$ cat src/rtl/bcd_stopwatch_up_pkg.sv
// Shared types and constants for the BCD up-counting stopwatch.
// Consumers: bcd_digit_up, bcd_stopwatch_up_if, bcd_stopwatch_up.
package bcd_pkg;

   typedef enum logic [1:0] {
      IDLE  = 2'd0,
      RUN   = 2'd1,
      LAP   = 2'd2,
      PAUSE = 2'd3
   } sw_state_t;

   typedef logic [3:0] bcd_digit_t;

   localparam bcd_digit_t BCD_MAX  = 4'd9;
   localparam bcd_digit_t BCD_ZERO = 4'd0;

   // Decimal successor of one digit: 9 rolls over to 0.
   function automatic bcd_digit_t bcd_inc(input bcd_digit_t d);
      return (d == BCD_MAX) ? BCD_ZERO : d + 4'd1;
   endfunction

endpackage

$ cat src/rtl/bcd_stopwatch_up_if.sv
// Control/status bundle of the stopwatch. The master drives tick and the control
// pulses and observes the results; the slave (the stopwatch) drives count, display and flags.
interface bcd_stopwatch_up_if #(parameter int DIGITS = 4);
   import bcd_pkg::*;

   logic                  tick;
   logic                  start;
   logic                  stop;
   logic                  sclr;
   logic                  lap;
   logic [4*DIGITS-1:0]   count;
   logic [4*DIGITS-1:0]   display;
   logic                  running;
   logic                  tc;
   logic                  full;
   sw_state_t             state;

   modport master (
      output tick, start, stop, sclr, lap,
      input  count, display, running, tc, full, state
   );

   modport slave (
      input  tick, start, stop, sclr, lap,
      output count, display, running, tc, full, state
   );

endinterface

$ cat src/rtl/bcd_stopwatch_up_digit.sv
// One decimal digit of the stopwatch: increments on inc, wraps 9 -> 0, and
// flags max when it sits at 9 so the next digit up can be enabled.
module bcd_digit_up
   import bcd_pkg::*;
(
   input  logic       clock,
   input  logic       clr,
   input  logic       sclr,
   input  logic       inc,
   output bcd_digit_t q,
   output logic       max
);

   always_ff @(posedge clock or posedge clr) begin
      if (clr)
         q <= BCD_ZERO;
      else if (sclr)
         q <= BCD_ZERO;
      else if (inc)
         q <= bcd_inc(q);
   end

   assign max = (q == BCD_MAX);

endmodule

$ cat src/rtl/bcd_stopwatch_up.sv
// Multi-digit BCD up-counting stopwatch with run/pause/lap control.
// Build option: define BCD_WRAP_EN to wrap at all-9s instead of saturating with full.
module bcd_stopwatch_up
   import bcd_pkg::*;
#(
   parameter int DIGITS = 4
) (
   input  logic            clock,
   input  logic            clr,
   bcd_stopwatch_up_if.slave sw
);

   sw_state_t             state;
   logic                  running_r;
   logic [4*DIGITS-1:0]   count_w;
   logic [4*DIGITS-1:0]   count_nxt;
   logic [4*DIGITS-1:0]   display_r;
   logic [DIGITS-1:0]     max_v;
   logic [DIGITS-1:0]     inc_v;
   logic [DIGITS:0]       chain;
   logic                  counting;
   logic                  all9;
   logic                  adv;
   logic                  count_en;
   logic                  full_r;
   logic                  tc_w;

   assign counting = (state == RUN) || (state == LAP);
   assign all9     = &max_v;
   assign adv      = sw.tick && counting && !full_r;
   assign tc_w     = all9 && adv;

`ifdef BCD_WRAP_EN
   assign count_en = adv && !sw.sclr;
   assign full_r   = 1'b0;
`else
   // Saturating build: the terminal tick must not roll the digits over.
   assign count_en = adv && !sw.sclr && !all9;

   always_ff @(posedge clock or posedge clr) begin
      if (clr)
         full_r <= 1'b0;
      else if (sw.sclr)
         full_r <= 1'b0;
      else if (tc_w)
         full_r <= 1'b1;
   end
`endif

   // Carry chain: digit i advances only when every lower digit is at 9.
   assign chain[0] = count_en;

   generate
      for (genvar i = 0; i < DIGITS; i++) begin : g_digit
         assign inc_v[i]    = chain[i];
         assign chain[i+1]  = chain[i] && max_v[i];
         assign count_nxt[4*i +: 4] = inc_v[i] ? bcd_inc(count_w[4*i +: 4])
                                               : count_w[4*i +: 4];

         bcd_digit_up u_digit (
            .clock (clock),
            .clr   (clr),
            .sclr  (sw.sclr),
            .inc   (inc_v[i]),
            .q     (count_w[4*i +: 4]),
            .max   (max_v[i])
         );
      end
   endgenerate

   // Display follows the post-update count, frozen while the current state is LAP.
   always_ff @(posedge clock or posedge clr) begin
      if (clr)
         display_r <= '0;
      else if (sw.sclr)
         display_r <= '0;
      else if (state != LAP)
         display_r <= count_nxt;
   end

   // Control FSM; only the highest-priority asserted control is considered.
   always_ff @(posedge clock or posedge clr) begin
      if (clr) begin
         state     <= IDLE;
         running_r <= 1'b0;
      end else if (sw.sclr) begin
         state     <= IDLE;
         running_r <= 1'b0;
      end else if (sw.stop) begin
         if (counting) begin
            state     <= PAUSE;
            running_r <= 1'b0;
         end
      end else if (sw.start) begin
         if (!counting) begin
            state     <= RUN;
            running_r <= 1'b1;
         end
      end else if (sw.lap) begin
         if (state == RUN)
            state <= LAP;
         else if (state == LAP)
            state <= RUN;
      end
   end

   assign sw.count   = count_w;
   assign sw.display = display_r;
   assign sw.running = running_r;
   assign sw.tc      = tc_w;
   assign sw.full    = full_r;
   assign sw.state   = state;

endmodule

$ cat src/flat_wrapper.sv
// flat-port wrapper written by rule: the top's interface ports become plain ports
module bcd_stopwatch_up_flat import bcd_pkg::*;
#(
   parameter int DIGITS = 4
)
  (clock, clr, sw_tick, sw_start, sw_stop, sw_sclr, sw_lap, sw_count, sw_display, sw_running, sw_tc, sw_full, sw_state);
  bcd_stopwatch_up_if #(.DIGITS(DIGITS)) sw_i ();
  input  logic clock;
  input  logic clr;
  input wire logic [$bits(sw_i.tick)-1:0] sw_tick;
  input wire logic [$bits(sw_i.start)-1:0] sw_start;
  input wire logic [$bits(sw_i.stop)-1:0] sw_stop;
  input wire logic [$bits(sw_i.sclr)-1:0] sw_sclr;
  input wire logic [$bits(sw_i.lap)-1:0] sw_lap;
  output wire logic [$bits(sw_i.count)-1:0] sw_count;
  output wire logic [$bits(sw_i.display)-1:0] sw_display;
  output wire logic [$bits(sw_i.running)-1:0] sw_running;
  output wire logic [$bits(sw_i.tc)-1:0] sw_tc;
  output wire logic [$bits(sw_i.full)-1:0] sw_full;
  output wire logic [$bits(sw_i.state)-1:0] sw_state;
  assign sw_i.tick = sw_tick;
  assign sw_i.start = sw_start;
  assign sw_i.stop = sw_stop;
  assign sw_i.sclr = sw_sclr;
  assign sw_i.lap = sw_lap;
  assign sw_count = sw_i.count;
  assign sw_display = sw_i.display;
  assign sw_running = sw_i.running;
  assign sw_tc = sw_i.tc;
  assign sw_full = sw_i.full;
  assign sw_state = sw_i.state;
  bcd_stopwatch_up #(.DIGITS(DIGITS)) u_core (.clock(clock), .clr(clr), .sw(sw_i));
endmodule
$ cat config.mk
export PLATFORM = sky130hd
export DESIGN_NAME = bcd_stopwatch_up_flat
export DESIGN_NICKNAME = d
export VERILOG_FILES = /design/src/rtl/bcd_stopwatch_up_pkg.sv /design/src/rtl/bcd_stopwatch_up_if.sv /design/src/rtl/bcd_stopwatch_up_digit.sv /design/src/rtl/bcd_stopwatch_up.sv /design/src/flat_wrapper.sv
export SDC_FILE = /design/constraint.sdc
export NUM_CORES = 1
export LEC_CHECK = 0
export ABC_AREA = 1
export BUFFER_PORTS_ARGS = -buffer_cell sky130_fd_sc_hd__buf_4
export CAP_MARGIN = 20
export CORE_MARGIN = 2
export CORE_UTILIZATION = 56
export CTS_CLUSTER_DIAMETER = 60
export DETAILED_ROUTE_END_ITERATION = 10
export GPL_TIMING_DRIVEN = 0
export PLACE_DENSITY_LB_ADDON = 0.15
export REMOVE_ABC_BUFFERS = 1
export SLEW_MARGIN = 25
export SYNTH_ARGS = -nofsm -noshare
export SYNTH_HDL_FRONTEND = slang
export SYNTH_HIERARCHICAL = 1
export SYNTH_SLANG_ARGS = --single-unit
$ cat constraint.sdc
create_clock -name clock -period 2.2 [get_ports clock]
set_input_delay 0.11 -clock clock [delete_from_list [all_inputs] [get_ports clock]]
set_output_delay 0.11 -clock clock [all_outputs]
set_load 0.01 [all_outputs]
After elaboration in Yosys (flattened, before gate mapping) --
Cells that the tools add are included.
Storage, ports and cells: output and inout port bits 37, register bits 36, bits of input ports 7, logic and storage cells 71
Cells by class: equality and inequality tests 10, multiplexer cells 29, add/subtract/negate cells 4, reductions and logical operators 20
Operators with widths (number):
- $mux W4 | 12
- $mux W16 | 2
- $add A4 B1 Y4 const B | 4
- $eq A4 B4 Y1 const B | 4
- $mux W2 | 8
- $logic_and A1 B1 Y1 | 8
- $reduce_and A4 Y1 | 2
- $mux W1 | 7
- $reduce_bool A5 Y1 | 1
- $ne A4 B4 Y1 const B | 1
- $reduce_bool A2 Y1 | 2
- $reduce_bool A4 Y1 | 1
- $logic_not A1 Y1 | 3
- $ne A3 B1 Y1 const B | 1
- $ne A3 B3 Y1 const B | 1
- $reduce_and A3 Y1 | 1
- $reduce_bool A3 Y1 | 1
- $eq A2 B1 Y1 const B | 1
- $eq A2 B2 Y1 const B | 1
- $ne A2 B2 Y1 const B | 1
- $logic_or A1 B1 Y1 | 1

Longest topological paths before layout --
Gate-level depths: netlist (run 1).
word-level depth 12, mapped depth 15, gate-level depth less buffers 15

Modules after synthesis --
Netlist (run 1), hierarchy kept.
Modules (own cells, without submodules):
- bcd_stopwatch_up | cells each 202, times used 1, seq. area each 500.5 um2, area an instance 1390.1 um2
- bcd_digit_up | cells each 36, times used 4, seq. area each 100.1 um2, area an instance 257.7 um2

Worst setup path before layout (run 1) --
OpenSTA, ideal clock, no wires.
kind register -> register, from register u_core.g_digit[1].u_digit.q[0], to register u_core.g_digit[1].u_digit.q[2], period minus slack after synthesis 1997 ps, buffers on the path 1, stages on the path, launching flop included 14, setup slack 203 ps, data arrival time 1876 ps, setup time 121 ps, required time 2079 ps, cells stage by stage dfrtp_1 > ha_1 > nand2_2 > nor2_2 > nand2_2 > nor2_4 > nor3_4 > buf_6 > inv_1 > nand2_1 > nand2_1 > nand2_1 > nand2_1 > nor2_1
On the way: longest elaborated chain between the ends 7, elaborated cells between the ends (all ways) 9, classes of those cells 1 x add/sub; 1 x eq/ne; 3 x mux; 4 x reduce/logical
RTL lines:
- from (decl) | line bcd_stopwatch_up_digit.sv:10 | output bcd_digit_t q,
- from (signal assigned) | line bcd_stopwatch_up_digit.sv:20 | q <= bcd_inc(q);
- $eq A4 B4 Y1 | line bcd_stopwatch_up_digit.sv:23 | assign max = (q == BCD_MAX);
- via u_core.max_v[1] | line bcd_stopwatch_up.sv:18 | logic [DIGITS-1:0] max_v;
- $reduce_and A4 Y1 | line bcd_stopwatch_up.sv:29 | assign all9 = &max_v;
- $logic_not A1 Y1 | line bcd_stopwatch_up.sv:38 | assign count_en = adv && !sw.sclr && !all9;
- $logic_and A1 B1 Y1 | line bcd_stopwatch_up.sv:38
- $logic_and A1 B1 Y1 | line bcd_stopwatch_up.sv:56 | assign chain[i+1] = chain[i] && max_v[i];
- via u_core.chain[1] | line bcd_stopwatch_up.sv:20 | logic [DIGITS:0] chain;
- $mux W4 | line bcd_stopwatch_up_digit.sv:19 | else if (inc)
- $mux W4 | line bcd_stopwatch_up_digit.sv:17 | else if (sclr)
The timed path passes the listed nets, and every way through them passes these cells. A chain may end at the register's enable or synchronous reset.

Worst setup path in the final report (run 1) --
from register u_core.g_digit[1].u_digit.q[0], to register u_core.g_digit[3].u_digit.q[2]
On the way: longest elaborated chain between the ends 9
RTL lines (line):
- $eq A4 B4 Y1 * | bcd_stopwatch_up_digit.sv:23
- via u_core.max_v[1] | bcd_stopwatch_up.sv:18
- $reduce_and A4 Y1 | bcd_stopwatch_up.sv:29
- $logic_not A1 Y1 | bcd_stopwatch_up.sv:38
- $logic_and A1 B1 Y1 | bcd_stopwatch_up.sv:38
- $logic_and A1 B1 Y1 | bcd_stopwatch_up.sv:56
- $logic_and A1 B1 Y1 * (2 in series) | bcd_stopwatch_up.sv:56
- via u_core.chain[3] | bcd_stopwatch_up.sv:20
- $mux W4 * (2 in series)
- to (signal assigned) | bcd_stopwatch_up_digit.sv:20
- to (decl) | bcd_stopwatch_up_digit.sv:10
Mark *: on every way through the listed nets, which the timed path passes. The rest lies on a longest branch.

==> results.md, run 1 <==
* Register area at 911 um2
* # placed instances at between 400 and 500
* CP Data Required Time at 2.38 ns
* Setup CP Type: reg -> reg
* EDFF count, synth at 0
* Synth warn at 6
* Chip width at 69.8 um
* Synth Instances at 346
* Hold Fails Final Rpt at 0
* Compound-Gate Fraction of Synth Area at 0.0848
* Status: finished, final reports clean
* Netlist Area Pre-Place at 2420 um2
* Clk_lat worst skew at 0.29 ns
* Antenna violations before repair at 0
* Syn Area/Cell at 7.00 um2
* Nets@finish at approximately 430
* Mux share of post-synthesis cell area at 0
* Total CTS buffers at 5
* CTS tree: built
* N_diodes at 0
* DP HPWL at 4.03 mm
* Synth unique cells at 29
* P&R area growth vs syn at 25.7%
* Residual DRC at 0
* Pin count of the biggest net entering global routing at 21
* First-pass detailed-route iteration total at 4
* Crit path launch type: flop
* Vias at 2421
* Slew Limit Fails at 0
* Leakage at ~0.0016 uW
* Clock Skews at around 0.0038 ns
* Final setup fails at 0
* Pwr/cell area at roughly 480 nW/um2
* CORE AREA at 4090 um2
* F_max at approximately 0.48 GHz
* Die footprint at 4870 um2
* Slew headroom at 0.477
* Routed len/inst at 12.8 um
* Share of cells above drive strength 1 at 0.257
* 1st-iter DRT viols at 160
* Clk root buf: clkbuf_8
* Routed Antenna Nets at 0
* Fill count at 327
* Largest family of logic cells by synthesized area: simple AND/OR/NAND/NOR gates
* Crit end category: flop
* # IOs at between 40 and 50
* Port Buffer Count at 43
* VDD IR max at 0.308 mV
* Setup_tns at 0 ns
* Commonest cells post-synth: nand2_1, inv_1, nand3_1, dfrtp_1, nor2_1
* FP Rows at 23
* Vias in the first global route at 2059
* Worst Max-Slew Pin Slew at roughly 0.8 ns
* Vias per cell at 5.24
* #FFs+latches synth at 36
* Reg2Reg Setup Slack at between 0.1 and 0.15 ns
* Synth area leaders: dfrtp_1, nand2_1, inv_1
* Synth Area in Adders at 0.0517
* Multi-input logic area at 1270 um2
* GR Overflow Total at 0
* Yosys top cell area share at 0.372
* Longest Clk Path Bufs at 2
* WP data arrival at 2.27 ns
* First-pass GRT wire length at 9.32 mm
* Ys async rst share at 1.00
* Top-count cell post-synth: nand2_1
* Post-route worst setup slack at approximately 0.12 ns
* Non-filler instance count after layout at 462
* Min Tclk post-route at 2.08 ns
* H-tree levels at 2
* Synth Area in XOR/XNOR at 0
* Ys flop type: dfrtp_1
* Sink Count at 36
* Worst-path fanout max at 12
* Chip height at 69.8 um
* Initial Utilization at 0.592
* Clk pin slew, worst setup/hold paths at 0.07 ns
* All-Layer GR Usage at 0.240
* Tcrit/Tclk final at 0.947
* Max-cap violation count at 0
* HP Class: in -> reg
* Synth area leader: dfrtp_1
* Post-place setup slack at -0.343 ns
* Simple-Gate Fraction of Synth Area at 0.380
* Gpl congestion at 0.851
* Register area share after synthesis at 0.372
* DRT Wirelength at ~5.9 mm
[sequential cells by signal, summed over array words and instances, names as in the netlist]
signal / flops
u_core/sw.state: 2
u_core/g_digit.u_digit/q: 16
u_core/sw.running: 1
u_core/sw.full: 1
u_core/sw.display: 16
[metal layers]
layer | part of all wire | routed length (um) | global-route usage | vias to the layer above
li1 | - | - | - | 1226
met1 | 0.44 | 2620 | 0.329 | 1108
met2 | 0.48 | 2880 | 0.370 | 76
met3 | 0.053 | 313 | 0.0523 | 11
met4 | 0.021 | 126 | 0.0983 | 0
met5 | 0 | 0 | 0 | -
[cells in the final DEF (no fill, tap or decap), types with 5 or more instances in the layout]
master	netlist	routed
nor2_4	3	6
nand4_1	6	6
dfrtp_1	36	28
inv_1	59	59
ha_1	10	10
nor2_1	19	19
nand2_1	102	101
buf_4	0	61
nand3_1	41	41
o21ai_1	14	14
a21oi_1	6	6
o21ai_0	10	10
nor2_2	11	8
clkbuf_8	0	5
dfrtp_2	0	8
nand2_2	7	8
[cell families after synthesis]
logic type	after synthesis
simple gates	197
flops	36
buf+inv	66
compound gates	37
fa+ha+maj	10
[what timing repair did]
item | 4_1_cts | 5_1_grt
hold endpoints to repair | 16 | 0
resized for setup | 6 | 6
pin swaps | 1 | 4
hold buffers | 1 | 0
endpoints found under the setup margin | 16 | 20
setup buffers | 3 | 16
[stage by stage]
step                      hold slack (ns)  area (um2)  power [uW]  utilization
after floorplan                    -0.124        2390         890            -
after global placement             0.0369        2770         975        0.679
after detailed placement           0.0410        2770         984        0.679
after CTS                          0.0348        2910        1430        0.712
after global routing               0.0334        3040        1510        0.745
final                              0.0359        3040        1450        0.745
[path summary, 6_finish.rpt]
kind,cells after the start,from,end
max in group asynchronous,3,clr,u_core/sw.display[14]
hold reg to reg,2,u_core/sw.display[1],u_core/sw.display[1]
setup reg to reg,14,u_core/g_digit[1].u_digit/q[0],u_core/g_digit[3].u_digit/q[2]
setup / recovery,14,u_core/g_digit[1].u_digit/q[0],u_core/g_digit[3].u_digit/q[2]
min in group asynchronous,3,clr,u_core/g_digit[1].u_digit/q[3]
hold / removal,2,sw_stop,u_core/sw.running
[worst max-delay path, cell delays in order, from the launching register on]
cell and delay (ns):
dfrtp_2 0.48, ha_1 0.22, nand2_2 0.08, nor2_4 0.21
nand2_2 0.13, nor2_4 0.17, nor3_4 0.07, nand2_1 0.11
inv_1 0.07, inv_1 0.08, nand2_1 0.12, nand2_1 0.08
nand2_1 0.04, nand2_1 0.05, nor2_1 0.04
[area by class of cell]
type	count	share of cell area
clock buffer	6	0.0238
clock inverter	1	0.00164
inverter	62	0.0781
multi-input combinational	244	0.416
sequential	36	0.299
tap	50	0.0206
timing repair buffer	63	0.160
[power by group]
group	internal (uW)	total [uW]	switching (uW)
logic	107	286	179
registers	684	704	19.5
clock network	215	456	240
No activity file was read; power rests on OpenSTA's default activity.
==> run 2: changes to the inputs <==
- HOLD_SLACK_MARGIN: unset -> 0.1
==> run 2 against run 1 <==
Routed wire length increased by 1.1%. Global-route usage grew 0.092 points. Largest power group unchanged. Worst setup slack better by 0.0094 ns. Combinational power grew 1%. Register-to-register slack about the same. Die area stayed put.
==> results.md, run 2 (synthesis results as in run 1) <==
* # IOs at 44 (unchanged)
* Status: finished, final reports clean (unchanged)
* 1st-iter DRT viols at 151 (was 160)
* Max-cap violation count at 0 (unchanged)
* Pwr/cell area at 475 nW/um2 (about the same)
* Setup CP Type: reg -> reg (unchanged)
* H-tree levels at 2 (unchanged)
* WP data arrival at 2.26 ns (was 2.27 ns)
* First-pass GRT wire length at 9.35 mm (was 9.32 mm)
* Initial Utilization at 0.592 (unchanged)
* DP HPWL at 4.03 mm (unchanged)
* CTS tree: built (unchanged)
* Cell count along the critical path at 14 (unchanged)
* N_diodes at 0 (unchanged)
* VDD IR max at 0.307 mV (was 0.308 mV)
* CP Data Required Time at 2.38 ns (about the same)
* Nets@finish at 430 (was 429)
* Residual DRC at 0 (unchanged)
* Crit path launch: u_core/g_digit[1].u_digit/q[0] (unchanged)
* R2R depth at 14 (unchanged)
* Critical path cell sequence: ha_1 > nand2_2 > nor2_4 > nand2_2 > nor2_4 > nor3_4 > nand2_1 > inv_1 > inv_1 > nand2_1 > nand2_1 > nand2_1 > nand2_1 > nor2_1 (unchanged)
* Worst Max-Slew Pin Slew at 0.802 ns (was 0.784 ns)
* CORE AREA at 4090 um2 (unchanged)
* First-pass detailed-route iteration total at 6 (was 4)
* All-Layer GR Usage at 0.241 (was 0.240)
* DRT Wirelength at 6.00 mm (was 5.93 mm)
* F_max at 0.482 GHz (was 0.480 GHz)
* Vias at 2438 (was 2421)
* Pin count of the biggest net entering global routing at 21 (unchanged)
* Min-delay src: sw_sclr (was sw_stop)
* Hold EP: u_core/sw.full (was u_core/sw.running)
* Chip width at 69.8 um (unchanged)
* P&R area growth vs syn at 26.1% (was 25.7%)
* Hold Path Cell Cnt at 2 (unchanged)
* Share of cells above drive strength 1 at 0.257 (about the same)
* Longest Clk Path Bufs at 2 (unchanged)
* Clock Skews at 0.00463 ns (was 0.00380 ns)
* Reg2Reg Setup Slack at 0.13 ns (was 0.12 ns)
* Slew Limit Fails at 0 (unchanged)
* Clk pin slew, worst setup/hold paths at 0.07 ns (about the same)
* Tcrit/Tclk final at 0.943 (was 0.947)
* Sink Count at 36 (unchanged)
* Clk root buf: clkbuf_8 (unchanged)
* Min Tclk post-route at 2.07 ns (was 2.08 ns)
* Port Buffer Count at 43 (unchanged)
* Slowest-stage cell, CP: dfrtp_2 (unchanged)
* Crit-path leading delay family: simple AND/OR/NAND/NOR gates (unchanged)
* Clk_lat worst skew at 0.30 ns (was 0.29 ns)
* Final core occ at 0.747 (was 0.745)
* Total CTS buffers at 5 (unchanged)
* Final setup fails at 0 (unchanged)
* Crit path launch type: flop (unchanged)
* Post-place setup slack at -0.343 ns (unchanged)
* Leakage at 0.00159 uW (about the same)
* Hold Fails Final Rpt at 0 (unchanged)
* FP Rows at 23 (unchanged)
* HP Class: in -> reg (unchanged)
* Most common library cell in the layout ignoring fill and taps: nand2_1 (unchanged)
* Crit path buf inv count at 2 (unchanged)
* Die footprint at 4870 um2 (unchanged)
* GR Overflow Total at 0 (unchanged)
* Commonest cells after routing, fill and taps aside: nand2_1, buf_4, inv_1, nand3_1, dfrtp_1 (unchanged)
* CP dominant cell by count: nand2_1 (unchanged)
* Vias per cell at 5.27 (was 5.24)
* Crit end category: flop (unchanged)
* Worst hold slack at 0.119 ns (was 0.0359 ns)
* Routed Antenna Nets at 0 (unchanged)
* Antenna violations before repair at 0 (unchanged)
* Vias in the first global route at 2081 (was 2059)
* Slew headroom at 0.465 (was 0.477)
* RR Endpoint: u_core/g_digit[3].u_digit/q[2] (unchanged)
* Gpl congestion at 0.851 (unchanged)
* Crit path largest cell delay at 0.48 ns (about the same)
* Reg2Reg Launch Point: u_core/g_digit[1].u_digit/q[0] (unchanged)
* Post-route worst setup slack at 0.126 ns (was 0.117 ns)
* Worst-path fanout max at 12 (unchanged)
* Routed len/inst at 13.0 um (was 12.8 um)
* Chip height at 69.8 um (unchanged)
run 2: timing repair:
| item | in CTS | in global routing |
|---|---|---|
| pin swaps | 1 | 4 |
| setup buffers | 3 | 16 |
| hold endpoints to repair | 37 | 0 |
| resized for setup | 6 | 6 |
| hold buffers | 2 | 0 |
| setup endpoints to repair | 16 | 20 |
run 2: metal layers:
| layer | GRT usage | routed length [um] | vias up |
|---|---|---|---|
| li1 | - | - | 1224 |
| met1 | 0.328 | 2700 | 1130 |
| met2 | 0.374 | 2840 | 71 |
| met3 | 0.0523 | 344 | 13 |
| met4 | 0.0983 | 117 | 0 |
| met5 | 0 | 0 | - |
run 2: area by class of cell:
type	instances	area (um2)
flip-flops and latches	36	911
fillers	326	1030
clock buffers	6	72.6
inverters	62	238
repair buffers	64	498
clock inverters	1	5.00
well taps	50	62.6
multi-input cells	244	1270
run 2: worst max path at each step:
stage / to
after floorplan: u_core/g_digit[3].u_digit/q[2]
after global placement: u_core/g_digit[3].u_digit/q[2]
after detailed placement: u_core/g_digit[3].u_digit/q[2]
after CTS: u_core/g_digit[2].u_digit/q[2]
after global routing: u_core/g_digit[2].u_digit/q[2]
final: u_core/g_digit[3].u_digit/q[2]
run 2: report_power, final:
group          switching [uW]  internal, uW
logic                     181           109
clock network             243           215
registers                19.5           684
total                     444          1010
run 2: stage by stage:
step / std cells / cell area [um2] / TNS, ns / power, uW
floorplan: 342 / 2390 / 0 / 890
global placement: 435 / 2770 / -1.12 / 975
detailed placement: 435 / 2770 / -1.73 / 984
CTS: 447 / 2920 / 0 / 1430
global route: 463 / 3050 / -0.00778 / 1510
finish: 463 / 3050 / 0 / 1450
run 2: worst register-to-register path: stages (launching register included):
cell and delay, ns:
dfrtp_2 0.48, ha_1 0.22, nand2_2 0.08, nor2_4 0.21, nand2_2 0.13, nor2_4 0.17, nor3_4 0.07, nand2_1 0.11
inv_1 0.07, inv_1 0.08, nand2_1 0.12, nand2_1 0.08, nand2_1 0.04, nand2_1 0.05, nor2_1 0.04
